## src/rtl/fetch_pkg.sv

```systemverilog
// Shared types and constants for the instruction fetch unit.
package fetch_pkg;

  typedef enum logic [2:0] {
    IDLE,
    WAIT,
    HOLD,
    ADVANCE,
    DRAIN,
    FAULT
  } fetch_state_e;

  localparam logic [1:0] FC_NONE     = 2'b00;
  localparam logic [1:0] FC_MISALIGN = 2'b01;
  localparam logic [1:0] FC_MEMERR   = 2'b10;
  localparam logic [1:0] FC_TIMEOUT  = 2'b11;

  // Decode substitutes this (addi x0,x0,0) whenever instr_valid is low.
  localparam logic [31:0] INSTR_NOP = 32'h0000_0013;

  function automatic int unsigned timer_width(input int unsigned max_count);
    return $clog2(max_count + 1);
  endfunction

endpackage

```

## src/rtl/fetch_watchdog.sv

```systemverilog
// Saturating cycle timer that bounds how long a memory request may stay outstanding.
module fetch_watchdog
  import fetch_pkg::*;
#(
  parameter int unsigned TIMEOUT_CYCLES = 255
) (
  input  logic clk,
  input  logic reset,
  input  logic clear,
  input  logic enable,
  output logic expired
);

  localparam int unsigned CNT_W = timer_width(TIMEOUT_CYCLES);
  localparam logic [CNT_W-1:0] LIMIT = CNT_W'(TIMEOUT_CYCLES);
  localparam logic [CNT_W-1:0] LAST  = CNT_W'(TIMEOUT_CYCLES - 1);

  logic [CNT_W-1:0] count;

  always_ff @(posedge clk or negedge reset) begin
    if (!reset) begin
      count <= '0;
    end else if (clear) begin
      count <= '0;
    end else if (enable && (count != LIMIT)) begin
      count <= count + CNT_W'(1);
    end
  end

  // Fires in the cycle whose increment makes the count reach the limit.
  assign expired = enable && (count >= LAST);

endmodule

```

## src/rtl/instr_fetch_unit.sv

```systemverilog
// Fetches one instruction per PC value over a req/rvalid memory port and hands it
// to decode over valid/ready, pulsing pc_advance after each accepted instruction.
module instr_fetch_unit
  import fetch_pkg::*;
#(
  parameter int unsigned ADDR_W         = 64,
  parameter int unsigned INSTR_W        = 32,
  parameter int unsigned TIMEOUT_CYCLES = 255
) (
  input  logic               clk,
  input  logic               reset,
  input  logic [ADDR_W-1:0]  pc_in,
  input  logic               fetch_en,
  input  logic               flush,
  output logic               imem_req,
  output logic [ADDR_W-1:0]  imem_addr,
  input  logic               imem_rvalid,
  input  logic [INSTR_W-1:0] imem_rdata,
  input  logic               imem_err,
  output logic               instr_valid,
  output logic [INSTR_W-1:0] instr,
  output logic [ADDR_W-1:0]  instr_pc,
  input  logic               instr_ready,
  output logic               pc_advance,
  output logic               fault,
  output logic [1:0]         fault_cause
);

  fetch_state_e state;

  logic pc_aligned;
  logic tmr_clear;
  logic tmr_en;
  logic tmr_expired;

  assign pc_aligned = (pc_in[1:0] == 2'b00);

  // Restart the timer when a request is launched and again when a flush
  // turns the outstanding request into a drain.
  always_comb begin
    tmr_clear = 1'b0;
    if ((state == IDLE) && !flush && fetch_en && pc_aligned) begin
      tmr_clear = 1'b1;
    end
    if ((state == WAIT) && flush && !imem_rvalid) begin
      tmr_clear = 1'b1;
    end
  end

  assign tmr_en = (state == WAIT) || (state == DRAIN);

  fetch_watchdog #(
    .TIMEOUT_CYCLES(TIMEOUT_CYCLES)
  ) u_watchdog (
    .clk    (clk),
    .reset  (reset),
    .clear  (tmr_clear),
    .enable (tmr_en),
    .expired(tmr_expired)
  );

  always_ff @(posedge clk or negedge reset) begin
    if (!reset) begin
      state       <= IDLE;
      imem_req    <= 1'b0;
      imem_addr   <= '0;
      instr_valid <= 1'b0;
      instr       <= '0;
      instr_pc    <= '0;
      pc_advance  <= 1'b0;
      fault       <= 1'b0;
      fault_cause <= FC_NONE;
    end else begin
      pc_advance <= 1'b0;
      // Flush outranks everything; only WAIT and DRAIN must account for a live request.
      if (flush && (state != WAIT) && (state != DRAIN)) begin
        state       <= IDLE;
        imem_req    <= 1'b0;
        instr_valid <= 1'b0;
        fault       <= 1'b0;
        fault_cause <= FC_NONE;
      end else begin
        case (state)
          IDLE: begin
            if (fetch_en) begin
              if (!pc_aligned) begin
                state       <= FAULT;
                fault       <= 1'b1;
                fault_cause <= FC_MISALIGN;
              end else begin
                imem_addr <= pc_in;
                imem_req  <= 1'b1;
                state     <= WAIT;
              end
            end
          end
          WAIT: begin
            if (flush) begin
              imem_req <= 1'b0;
              state    <= imem_rvalid ? IDLE : DRAIN;
            end else if (imem_rvalid) begin
              imem_req <= 1'b0;
              if (imem_err) begin
                state       <= FAULT;
                fault       <= 1'b1;
                fault_cause <= FC_MEMERR;
              end else begin
                instr       <= imem_rdata;
                instr_pc    <= imem_addr;
                instr_valid <= 1'b1;
                state       <= HOLD;
              end
            end else if (tmr_expired) begin
              imem_req    <= 1'b0;
              state       <= FAULT;
              fault       <= 1'b1;
              fault_cause <= FC_TIMEOUT;
            end
          end
          HOLD: begin
            if (instr_ready) begin
              instr_valid <= 1'b0;
              pc_advance  <= 1'b1;
              state       <= ADVANCE;
            end
          end
          ADVANCE: begin
            state <= IDLE;
          end
          DRAIN: begin
            // A silent memory cannot be blamed for a request we cancelled.
            if (imem_rvalid || tmr_expired) begin
              state <= IDLE;
            end
          end
          FAULT: begin
            state <= FAULT;
          end
          default: begin
            state <= IDLE;
          end
        endcase
      end
    end
  end

endmodule

```

## config.mk

```make
export PLATFORM = sky130hd
export DESIGN_NAME = instr_fetch_unit
export DESIGN_NICKNAME = d
export VERILOG_FILES = /design/src/rtl/fetch_pkg.sv /design/src/rtl/fetch_watchdog.sv /design/src/rtl/instr_fetch_unit.sv
export SDC_FILE = /design/constraint.sdc
export NUM_CORES = 1
export LEC_CHECK = 0
export ABC_AREA = 1
export CAP_MARGIN = 10
export CORE_MARGIN = 2
export CORE_UTILIZATION = 44
export CTS_CLUSTER_SIZE = 8
export DETAILED_ROUTE_END_ITERATION = 12
export GPL_TIMING_DRIVEN = 1
export PLACE_DENSITY = 0.8
export SETUP_SLACK_MARGIN = 0.4
export SYNTH_ARGS = -nofsm -noshare
export SYNTH_HDL_FRONTEND = slang
export SYNTH_SLANG_ARGS = --single-unit
```

## constraint.sdc

```tcl
create_clock -name clk -period 1.7 [get_ports clk]
set_input_delay 0.255 -clock clk [delete_from_list [all_inputs] [get_ports clk]]
set_output_delay 0.255 -clock clk [all_outputs]
set_load 0.02 [all_outputs]
```

### After elaboration in Yosys (flattened, before gate mapping)

Index checks and enable logic that the tools add are counted.

* register bits after elaboration: 177
* input bits: 103
* output and inout bits: 166
* word-level logic and storage cells: 104

* add/subtract/negate cells: 1
* magnitude comparators: 1
* equal/unequal tests: 18
* mux-type cells: 47
* bitwise gates (word level): 3
* reductions and logical operators: 24

Operators by type and width (number)
* $mux W3: 10
* $mux W1: 23
* $ne A3 B2 Y1 const B: 6
* $mux W8: 2
* $pmux W3 S5: 1
* $mux W2: 7
* $reduce_and A4 Y1: 3
* $reduce_and A5 Y1: 2
* $logic_and A1 B1 Y1: 9
* $add A8 B1 Y8 const B: 1
* $ge A8 B8 Y1 const B: 1
* $ne A4 B3 Y1 const B: 2
* $ne A8 B8 Y1 const B: 1
* $eq A3 B3 Y1 const B: 2
* $ne A3 B1 Y1 const B: 2
* $ne A3 B3 Y1 const B: 2
* $pmux W1 S2: 3
* $reduce_and A6 Y1: 1
* $reduce_bool A3 Y1: 2
* $ne A5 B4 Y1 const B: 1
* $pmux W2 S2: 1
* $eq A3 B1 Y1 const B: 1
* $eq A3 B2 Y1 const B: 1
* $logic_not A3 Y1: 1
* other kinds (5): 9

### Logic depth before layout (Yosys ltp)

Gate-level depths: netlist of run 1.

* depth in word-level cells: 8
* depth in mapped cells: 11
* mapped depth without buffers: 11

### Modules after synthesis

A second synthesis of run 1 with hierarchy kept.

* cell total of the unflattened synthesis: 833
* area, all modules: 7110.6 µm²

Modules (own cells, without submodules)
* instr_fetch_unit: instances 1, cells each 758, area each 6582.6 µm², sequential area each 4229.1 µm²
* fetch_watchdog: instances 1, cells each 75, area each 528.0 µm², sequential area each 200.2 µm²

### Least setup slack after synthesis of run 1

Ideal clock, no wire load.

* kind: reg2reg
* from: reg state[1]
* to: reg instr_pc[10]
* library setup time: 0.125 ns
* arrival: 1.324 ns
* required time: 1.575 ns
* slack: 0.250 ns
* stages on the path, launching flop included: 8
* path buffers: 2
* clock period less this slack: 1.450 ns
* cell sequence: dfrtp_1 inv_2 nand3_2 inv_2 nand2_2 buf_6 buf_6 mux2_4

* word-level cells in the longest chain between the ends: 5
* elaborated cells between the ends (all ways): 7
* classes of those cells: eq/ne: 3; bitwise: 1; reduce/logical: 3

RTL lines
* start, declared: RTL line instr_fetch_unit.sv:29 `fetch_state_e state;`
* start signal, assigned: RTL line instr_fetch_unit.sv:100 `state <= imem_rvalid ? IDLE : DRAIN;`
* $ne A3 B1 Y1: RTL line instr_fetch_unit.sv:76 `if (flush && (state != WAIT) && (state != DRAIN)) begin`
* $logic_and A1 B1 Y1 (2 in a row): RTL line instr_fetch_unit.sv:76
* $not A1 Y1 (no source line)
* $reduce_and A5 Y1 (no source line) *
* end signal, assigned: RTL line instr_fetch_unit.sv:109 `instr_pc <= imem_addr;`
* end, declared: RTL line instr_fetch_unit.sv:22 `output logic [ADDR_W-1:0] instr_pc,`

Mark *: on every way between the ends. The rest lies on a longest branch, timed or not.
A chain may end at the register's enable or synchronous reset.

### Worst setup path after layout of run 1

* from: reg state[2]
* to: reg instr_pc[56]

Same word-level chain as after synthesis.

==> key figures, run 1 <==
GRT
  • GR Overflow Total: 0
  • First-pass GRT wire length: 31200 µm
  • Via count of the first global-routing pass: 5974
  • Initial antenna violation count: 0
  • Largest net degree at the start of global routing: 65
  • Gr usage total: 22.8%

Synth
  • Net Count, Synth: 780
  • Synthesized area: 7130 µm²
  • Yosys warnings: 0
  • Synthesized instance count: 675
  • Synth area leader: dfrtp_1
  • Post-synth EDFFs: 0
  • Register area share after synthesis: 62.2%
  • Yosys cell types: 30
  • Asr flop ratio synth: 100%
  • Top_reg_cell synth: dfrtp_1
  • Synth top area cells: dfrtp_1 (62%), nand2_1 (11%), mux2_2 (6.5%), o21ai_0 (4.8%), mux2_4 (4.4%)
  • Count leader, synth: nand2_1
  • Yosys top cell area share: 62.2%
  • Most frequent cells after synthesis: nand2_1 (210), dfrtp_1 (177), o21ai_0 (68), inv_1 (58), mux2_2 (41)
  • Syn avg cell area: 10.6 µm²
  • Seq cells post-synth: 177

Clocking
  • H-tree depth: 4
  • Root buf cell: clkbuf_16
  • Deepest clock path buffer count: 2
  • Clk slew on worst S/H paths: 70 ps
  • CTS tree: yes
  • Clock buffer count from CTS: 17
  • Sink Count: 177
  • Worst skew pair latency: 420 ps

Timing
  • Setup slack after layout: 149 ps
  • Peak Freq: 645 MHz
  • Layout Skew: 9.59 ps
  • Slew Viols, Final: 0
  • Worst Max-Slew Pin Slew: 362 ps
  • Minimum clock period: 1550 ps
  • Final setup fails: 0
  • Hold Worst Slack: 222 ps
  • Slew margin rel.: 75.8%
  • Final Hold Fails: 0
  • RSZ-0062 raised after global routing: true
  • Final period utilization: 91.2%

Critical path
  • Crit path from: state[2]$_DFFE_PN0P_
  • Critical path class: register to register
  • Worst r2r src: state[2]$_DFFE_PN0P_
  • CP max FO: 6
  • Worst EP arrival: 1850 ps
  • CP required: 2000 ps
  • Critical Path Sink Type: register
  • CP Launch Type: register

Power
  • Worst IR drop on VDD: 993 µV
  • Power per cell area: 1880 nW/µm²
  • Tot Pwr: 20.5 mW
  • LEAKAGE: 5.66 nW

Route
  • Routed WL: 21200 µm
  • Post-route antenna net violation count: 0
  • Post-DR wirelength/cell: 17.3 µm
  • Vias per inst: 4.88
  • Initial drt markers: 282
  • DRT Pass-1 Iters: 4
  • Vias: 5976
  • Drc violations: 0

Placement
  • Area of placed instances: 10300 µm²
  • Place WS: -117 ps
  • Routability cong.: 0.869
  • DP HPWL: 13600 µm
  • IO buf count: 268

Floorplan
  • Io pins: 269
  • Std-Cell Rows: 46
  • Core footprint: 15800 µm²
  • Die Y: 131 µm
  • Die area: 17200 µm²
  • Chip width: 131 µm
  • Initial core utilization: 45.0%

Layout
  • Layout Area Growth over Synthesis: 53.3%
  • Final #Nets: 1101
  • Antenna Diode Count: 0
  • Layout cell share with drive strength beyond 1: 39.3%
  • Final Cell Area: 10900 µm²

Outcome
  • Outcome: completed

Flow run
  • Max-cap violations: 0

Hold path
  • Worst Hold Class: primary input to asynchronous set/reset pin
-- what timing repair did --
| item | 4_1_cts | 5_1_grt |
|---|---|---|
| gates resized for setup | 680 | 130 |
| buffers inserted | 5 | 14 |
| pin swaps | 2 | 7 |
| hold buffers | 1 | 0 |
| hold endpoints to repair | 177 | 0 |
| gates cloned | 2 | 12 |
| setup endpoints to repair | 342 | 179 |
-- area by class of cell --
type / count / area, µm²
Clock buffer: 19 / 433
Inverter: 62 / 255
Fill cell: 1168 / 4900
Timing Repair Buffer: 327 / 2690
Tap cell: 216 / 270
Multi-Input combinational cell: 411 / 2670
Clock inverter: 13 / 174
Sequential cell: 177 / 4440
-- state kept, by name, summed over array words and instances, names as in the netlist --
| register | cells |
|---|---|
| imem_req | 1 |
| u_watchdog.count | 8 |
| instr | 32 |
| pc_advance | 1 |
| instr_valid | 1 |
| state | 3 |
| instr_pc | 64 |
| fault | 1 |
| fault_cause | 2 |
| imem_addr | 64 |
-- metrics by stage --
step	setup TNS, ps	cells	utilization, %
2_1_floorplan	0	675	-
3_3_place_gp	-5300	1159	64.9
3_5_place_dp	-7160	1159	64.9
4_1_cts	0	1199	64.6
5_1_grt	0	1225	69.0
6_report	0	1225	69.0
-- where the power goes --
group / internal [mW] / switching (mW) / total [mW] / leakage (nW)
combinational: 3.53 / 5.46 / 8.99 / 3.14
sequential: 6.14 / 1.29 / 7.43 / 2.22
clock: 2.35 / 1.71 / 4.06 / 0.291
-- placed cells by master, fill, tap and decap left out, types with 11 or more instances in the layout --
cell type and instances:
clkdlybuf4s50_1 101, nand2_1 179, buf_2 164, dfrtp_1 172, nand2_4 16, nand2_2 16
o21ai_1 28, buf_4 26, nand3_1 11, nor2_1 18, o21ai_0 33, mux2_2 41
clkbuf_16 25, mux2_4 21, inv_1 53, o21ai_2 12
-- cells by family (layout without fill, tap and decap cells) --
kind of cell / count (synthesis) / in the layout / synth area share, %
AO/OA/AOI/OAI: 79 / 79 / 5.67
flip-flops: 177 / 177 / 62.2
XOR/XNOR: 2 / 2 / 0.246
multiplexers: 62 / 62 / 10.9
AND/OR/NAND/NOR: 264 / 266 / 14.9
adder cells (fa/ha/maj): 2 / 2 / 0.351
buffers and inverters: 89 / 421 / 5.78
-- worst paths after layout --
kind / endpoint / slack, ps / depth (start not counted)
worst max-delay path: instr_pc[56]$_DFFE_PN0P_ / 150 / 8
worst min-delay path: imem_addr[3]$_DFFE_PN0P_ / 220 / 2
worst max register to register: instr_pc[56]$_DFFE_PN0P_ / 150 / 8
worst min register to register: fault_cause[1]$_DFFE_PN0P_ / 480 / 2
max in group asynchronous: instr_valid$_DFFE_PN0P_ / 880 / 3
min in group clk: imem_addr[8]$_DFFE_PN0P_ / 370 / 3
-- routing by layer --
layer  up-vias  part of all wire (%)  wire length, µm  GRT usage [%]
met5         -                     0                0              0
met4         0                   3.9              821           10.3
met3        55                   6.4             1360           6.94
met2       224                    50            10600           38.5
met1      2885                    40             8400           26.9
li1       2812                     -                -              -
-- worst max-delay path, cell delays in order, from the launching register on --
cell	delay [ps]
dfrtp_2	440
inv_2	90
nand3_4	140
inv_6	140
nand2_8	110
clkbuf_16	190
clkbuf_16	150
nand2_1	60
o21ai_0	80
Power figures use the tool's default switching activity.
==> inputs of run 2 (changes only) <==
CELL_PAD_IN_SITES_DETAIL_PLACEMENT = 0   (was unset)
CELL_PAD_IN_SITES_GLOBAL_PLACEMENT = 1   (was unset)
CORE_UTILIZATION = 33   (was 44)
PLACE_DENSITY = unset   (was 0.8)
PLACE_DENSITY_LB_ADDON = 0.1   (was unset)
==> key figures, run 2 (synthesized netlist as in run 1, its figures left out) <==
Critical path
  • Critical path class: register to register
  • R2r worst-path depth: 9 (+1)
  • Kind of cell adding the most delay to the critical path: simple AND/OR/NAND/NOR gates
  • Buf/Inv on CP: 3 (-1)
  • R2R Path End: imem_addr[47]$_DFFE_PN0P_
  • Crit path cell chain: buf_6 -> nor2_4 -> nand2_4 -> nor2_4 -> nand2_8 -> clkinv_8 -> clkbuf_16 -> nand2_2 -> o21ai_1
  • Worst EP arrival: 1870 ps (+20 ps)
  • CP dominant cell by count: nor2_4
  • End of the critical path: imem_addr[47]$_DFFE_PN0P_
  • CP Launch Type: register
  • CP required: 2050 ps (+50 ps)
  • Cell depth of the worst setup path: 9 (+1)
  • Critical Path Sink Type: register
  • Worst r2r src: state[2]$_DFFE_PN0P_
  • Crit-path max cell delay: 400 ps (-40 ps)
  • R2R setup slack: 180 ps (+30 ps)
  • Slowest-stage cell, CP: dfrtp_1
  • Crit path from: state[2]$_DFFE_PN0P_
  • CP max FO: 8 (+2)

Route
  • Post-DR wirelength/cell: 17.8 µm (+2.7%)
  • Post-route antenna net violation count: 0 (unchanged)
  • Vias: 6090 (+1.9%)
  • Vias per inst: 4.65 (-4.8%)
  • Initial drt markers: 269 (-4.6%)
  • DRT Pass-1 Iters: 4 (unchanged)
  • Drc violations: 0 (unchanged)
  • Routed WL: 23300 µm (+9.9%)

Timing
  • Layout Skew: 10.6 ps (+1.02 ps)
  • Slew Viols, Final: 0 (unchanged)
  • Peak Freq: 656 MHz (+1.7%)
  • RSZ-0062 raised after global routing: true
  • Setup slack after layout: 176 ps (+26.4 ps)
  • Slew margin rel.: 70.6% (-5.3 points)
  • Final setup fails: 0 (unchanged)
  • Hold Worst Slack: 335 ps (+113 ps)
  • Total negative slack: 0 ps (unchanged)
  • Worst Max-Slew Pin Slew: 442 ps (+79.2 ps)
  • Final period utilization: 89.7% (-1.6 points)
  • Minimum clock period: 1520 ps (-26.4 ps)
  • Final Hold Fails: 0 (unchanged)

Placement
  • DP HPWL: 14500 µm (+6.6%)
  • Place WS: -168 ps (-51.2 ps)
  • Routability cong.: 0.789 (-9.2%)
  • IO buf count: 268 (unchanged)
  • Area of placed instances: 10300 µm² (+0.60%)

Floorplan
  • Initial core utilization: 33.8% (-11 points)
  • Core footprint: 21100 µm² (+33%)
  • Io pins: 269 (unchanged)
  • Die Y: 151 µm (+15%)
  • Std-Cell Rows: 53 (+15%)
  • Chip width: 151 µm (+15%)
  • Die area: 22800 µm² (+32%)

Clocking
  • Deepest clock path buffer count: 2 (unchanged)
  • Sink Count: 177 (unchanged)
  • Root buf cell: clkbuf_16
  • Clk slew on worst S/H paths: 70 ps (about the same)
  • Worst skew pair latency: 420 ps (about the same)
  • H-tree depth: 4 (unchanged)
  • CTS tree: yes
  • Clock buffer count from CTS: 17 (unchanged)

Power
  • Power per cell area: 1760 nW/µm² (-5.9%)
  • Worst IR drop on VDD: 699 µV (-30%)
  • LEAKAGE: 6.15 nW (+8.6%)

Layout
  • Layout Area Growth over Synthesis: 65.3%
  • Final #Nets: 1129 (+2.5%)
  • Final Cell Area: 11800 µm² (+7.8%)
  • Biggest regs: imem_addr (64), instr_pc (64), instr (32)
  • Most frequent cells in the layout: dfrtp_1 (173), buf_2 (162), nand2_1 (155)
  • Commonest non-fill, non-tap cell in the layout: dfrtp_1
  • Layout cell share with drive strength beyond 1: 45.2% (+5.9 points)

Hold path
  • Worst Hold Class: primary input to asynchronous set/reset pin

Flow run
  • Max-cap violations: 0 (unchanged)

Outcome
  • Outcome: completed

GRT
  • Gr usage total: 18.4% (-4.4 points)
  • Largest net degree at the start of global routing: 51 (-22%)
  • GR Overflow Total: 0 (unchanged)
  • Via count of the first global-routing pass: 6094 (+2.0%)
  • First-pass GRT wire length: 32400 µm (+3.8%)
  • Initial antenna violation count: 0 (unchanged)
## run 2: cell count changes in the layout (fill, tap and decap cells not counted), moves of 15 or more
| cell | before | now |
|---|---|---|
| mux2_2 | 41 | 0 |
| o21ai_0 | 33 | 18 |
| nand2_2 | 16 | 33 |
| mux2_4 | 21 | 62 |
| nand2_1 | 179 | 155 |
| o21ai_2 | 12 | 27 |
## run 2: power breakdown
group / switching [mW] / internal [mW]
clock network: 1.73 / 1.89
registers: 1.34 / 6.14
logic: 5.59 / 4.09
total: 8.66 / 12.1
## run 2: area by class of cell
type | count | area (µm²)
antenna | 1 | 2.50
clock buffer | 17 | 425
clock inverter | 13 | 106
fill | 1878 | 9310
inverter | 62 | 263
multi-input combinational | 412 | 3010
sequential | 177 | 4430
tap | 275 | 344
timing repair buffer | 353 | 3180
timing repair inverter | 1 | 16.3
## run 2: worst min-delay path by stage
| stage | to | start |
|---|---|---|
| floorplan | fault$_DFFE_PN0P_ | reset |
| global placement | fault$_DFFE_PN0P_ | reset |
| detailed placement | state[0]$_DFFE_PN0P_ | reset |
| CTS | fault_cause[0]$_DFFE_PN0P_ | reset |
| global route | imem_addr[16]$_DFFE_PN0P_ | pc_in[16] |
| finish | state[0]$_DFFE_PN0P_ | reset |
## run 2: stage by stage
step,instances,total power [mW],utilization (%)
after floorplan,675,12.0,-
after global placement,1218,16.9,49.0
after detailed placement,1218,17.1,49.0
after CTS,1272,19.4,49.6
after global routing,1310,22.1,55.9
final,1311,20.8,55.9
## run 2: per-layer routing
| layer | vias up | GRT usage (%) | share of wire [%] | wire length, µm |
|---|---|---|---|---|
| met4 | 0 | 6.50 | 2.8 | 655 |
| li1 | 2867 | - | - | - |
| met1 | 3006 | 22.1 | 40 | 9310 |
| met5 | - | 0 | 0 | 0 |
| met2 | 186 | 30.9 | 50 | 11700 |
| met3 | 31 | 6.17 | 7.0 | 1640 |
## run 2: timing repair
| item | CTS | global route |
|---|---|---|
| hold buffers | 1 | 0 |
| cloned | 7 | 20 |
| hold endpoints to repair | 37 | 0 |
| setup buffers | 16 | 18 |
| pin swaps | 5 | 18 |
| setup endpoints to repair | 341 | 181 |
| resized for setup | 694 | 254 |
==> inputs of run 3 (changes only) <==
CELL_PAD_IN_SITES_DETAIL_PLACEMENT = 1   (was 0)
CORE_ASPECT_RATIO = 1.5   (was unset)
==> key figures, run 3 (synthesized netlist as in run 1, its figures left out) <==
Power
  • Power per cell area: 1830 nW/µm² (+3.8%)
  • Worst IR drop on VDD: 784 µV (+12%)
  • Tot Pwr: 20.9 mW (+0.76%)
  • LEAKAGE: 5.97 nW (-2.9%)

Clocking
  • Worst skew pair latency: 430 ps (about the same)
  • Sink Count: 177 (unchanged)
  • Root buf cell: clkbuf_16
  • Clk slew on worst S/H paths: 70 ps (about the same)
  • H-tree depth: 4 (unchanged)
  • Clock buffer count from CTS: 17 (unchanged)
  • Deepest clock path buffer count: 2 (unchanged)
  • CTS tree: yes

Placement
  • Routability cong.: 0.836 (+5.9%)
  • DP HPWL: 16600 µm (+14%)
  • IO buf count: 268 (unchanged)
  • Place WS: -136 ps (+31.5 ps)
  • Placed Cells incl. Taps: 1218 (unchanged)

Critical path
  • CP required: 2050 ps (about the same)
  • Crit-path max cell delay: 460 ps (+60 ps)
  • Critical path class: register to register
  • CP dominant cell by count: nor2_4
  • Buf/Inv on CP: 2 (-1)
  • Critical Path Sink Type: register
  • Crit path cell chain: nor2_4 -> nand2_4 -> nor2_4 -> nand2_8 -> clkinv_8 -> clkbuf_16 -> nand2_1 -> o21ai_1
  • CP max FO: 7 (-1)
  • Slowest-stage cell, CP: dfrtp_2
  • CP Launch Type: register
  • Kind of cell adding the most delay to the critical path: simple AND/OR/NAND/NOR gates
  • Worst EP arrival: 1900 ps (+30 ps)

Timing
  • Setup slack after layout: 159 ps (-16.2 ps)
  • Slew margin rel.: 76.0% (+5.4 points)
  • Minimum clock period: 1540 ps (+16.2 ps)
  • Hold Worst Slack: 176 ps (-159 ps)
  • Final setup fails: 0 (unchanged)
  • Final Hold Fails: 0 (unchanged)
  • Peak Freq: 649 MHz (-1.1%)
  • Final period utilization: 90.6% (+0.95 points)
  • Slew Viols, Final: 0 (unchanged)
  • RSZ-0062 raised after global routing: true
  • Total negative slack: 0 ps (unchanged)
  • Layout Skew: 10.9 ps (+0.274 ps)
  • Worst Max-Slew Pin Slew: 359 ps (-82.2 ps)

Layout
  • Most frequent cells in the layout: dfrtp_1 (173), nand2_1 (161), buf_2 (155)
  • Commonest non-fill, non-tap cell in the layout: dfrtp_1
  • Layout cell share with drive strength beyond 1: 43.4% (-1.8 points)
  • Final #Nets: 1135 (+0.53%)
  • Non-Filler Instances: 1312 (+0.076%)
  • Biggest regs: imem_addr (64), instr_pc (64), instr (32)
  • Final-layout fill cell count: 2381 (+27%)
  • Layout Area Growth over Synthesis: 60.4%

Route
  • Initial drt markers: 171 (-36%)
  • Vias: 6126 (+0.59%)
  • DRT Pass-1 Iters: 4 (unchanged)
  • Post-DR wirelength/cell: 19.2 µm (+7.8%)
  • Post-route antenna net violation count: 0 (unchanged)
  • Drc violations: 0 (unchanged)
  • Routed WL: 25100 µm (+7.9%)
  • Vias per inst: 4.67 (+0.51%)

Floorplan
  • Core footprint: 21100 µm² (+0.27%)
  • Die area: 22800 µm² (+0.11%)
  • Io pins: 269 (unchanged)
  • Die Y: 184 µm (+22%)
  • Initial core utilization: 33.7% (-0.092 points)
  • Std-Cell Rows: 65 (+23%)
  • Chip width: 124 µm (-18%)

GRT
  • Gr usage total: 20.5% (+2.1 points)
  • Top Usage Layer GRT: met2
  • Largest net degree at the start of global routing: 66 (+29%)
  • First-pass GRT wire length: 35400 µm (+9.4%)
  • Met2 usage: 38.6% (+7.7 points)
  • Grt met3 use: 5.89% (-0.28 points)
  • Initial antenna violation count: 1 (+1)
  • Via count of the first global-routing pass: 6503 (+6.7%)
  • GR Overflow Total: 0 (unchanged)
  • Met1 usage: 21.6% (-0.52 points)

Flow run
  • Max-cap violations: 0 (unchanged)

Hold path
  • Worst Hold Class: primary input to register

Outcome
  • Outcome: completed
==> run 3: cell count changes in the layout (fill, tap and decap cells not counted), sizes merged <==
cell | before | now
bufinv | 0 | 2
inv | 65 | 61
buf | 234 | 244
nand2 | 215 | 214
clkbuf | 34 | 38
dlygate4sd2 | 1 | 0
clkinv | 7 | 5
dlymetal6s2s | 0 | 1
nand3 | 20 | 19
==> run 3: worst paths after layout <==
path,start,end,slack [ps],cells after the start
worst max-delay path,state[2]$_DFFE_PN0P_,imem_addr[48]$_DFFE_PN0P_,160,8
worst min-delay path,flush,pc_advance$_DFF_PN0_,180,2
worst max register to register,state[2]$_DFFE_PN0P_,imem_addr[48]$_DFFE_PN0P_,160,8
worst min register to register,instr_pc[50]$_DFFE_PN0P_,instr_pc[50]$_DFFE_PN0P_,480,2
max in group asynchronous,reset,u_watchdog.count[0]$_DFFE_PN0P_,720,3
min in group asynchronous,reset,fault$_DFFE_PN0P_,290,2
==> run 3: layout make-up <==
class	instances	area, µm²	area share (%)
Antenna cell	1	2.50	0.0219
Clock buffer	23	488	4.27
Clock inverter	9	105	0.920
Inverter	62	272	2.38
Multi-Input combinational cell	410	2750	24.0
Sequential cell	177	4430	38.8
Tap cell	268	335	2.93
Timing Repair Buffer	361	3030	26.5
Timing Repair inverter	1	16.3	0.142
==> run 3: metrics by stage <==
stage	instance area [µm²]	utilization, %
final	11400	54.1
after detailed placement	10400	49.1
after floorplan	7200	-
after global placement	10400	49.1
after global routing	11400	54.1
after CTS	10300	48.9
==> run 3: where the power goes <==
group / internal, mW / switching (mW)
clock: 2.31 / 1.63
combinational: 3.91 / 5.67
sequential: 6.14 / 1.26
==> run 3: per-layer routing <==
metal	vias up	wire length [µm]
met5	-	0
met4	0	383
met3	28	1320
met2	169	14500
met1	3064	8940
li1	2865	-
==> run 3: timing repair <==
item | in CTS | in global routing
buffers inserted | 9 | 32
setup endpoints to repair | 342 | 192
hold buffers | 1 | 0
cloned | 1 | 18
hold endpoints to repair | 25 | 0
resized for setup | 696 | 187
pin swaps | 6 | 23
==> run 3: worst reg2reg max path, cell delays in order, from the launching register on <==
cell and delay (ps):
dfrtp_2 460, nor2_4 150, nand2_4 70, nor2_4 180
nand2_8 170, clkinv_8 150, clkbuf_16 170, nand2_1 50
o21ai_1 70
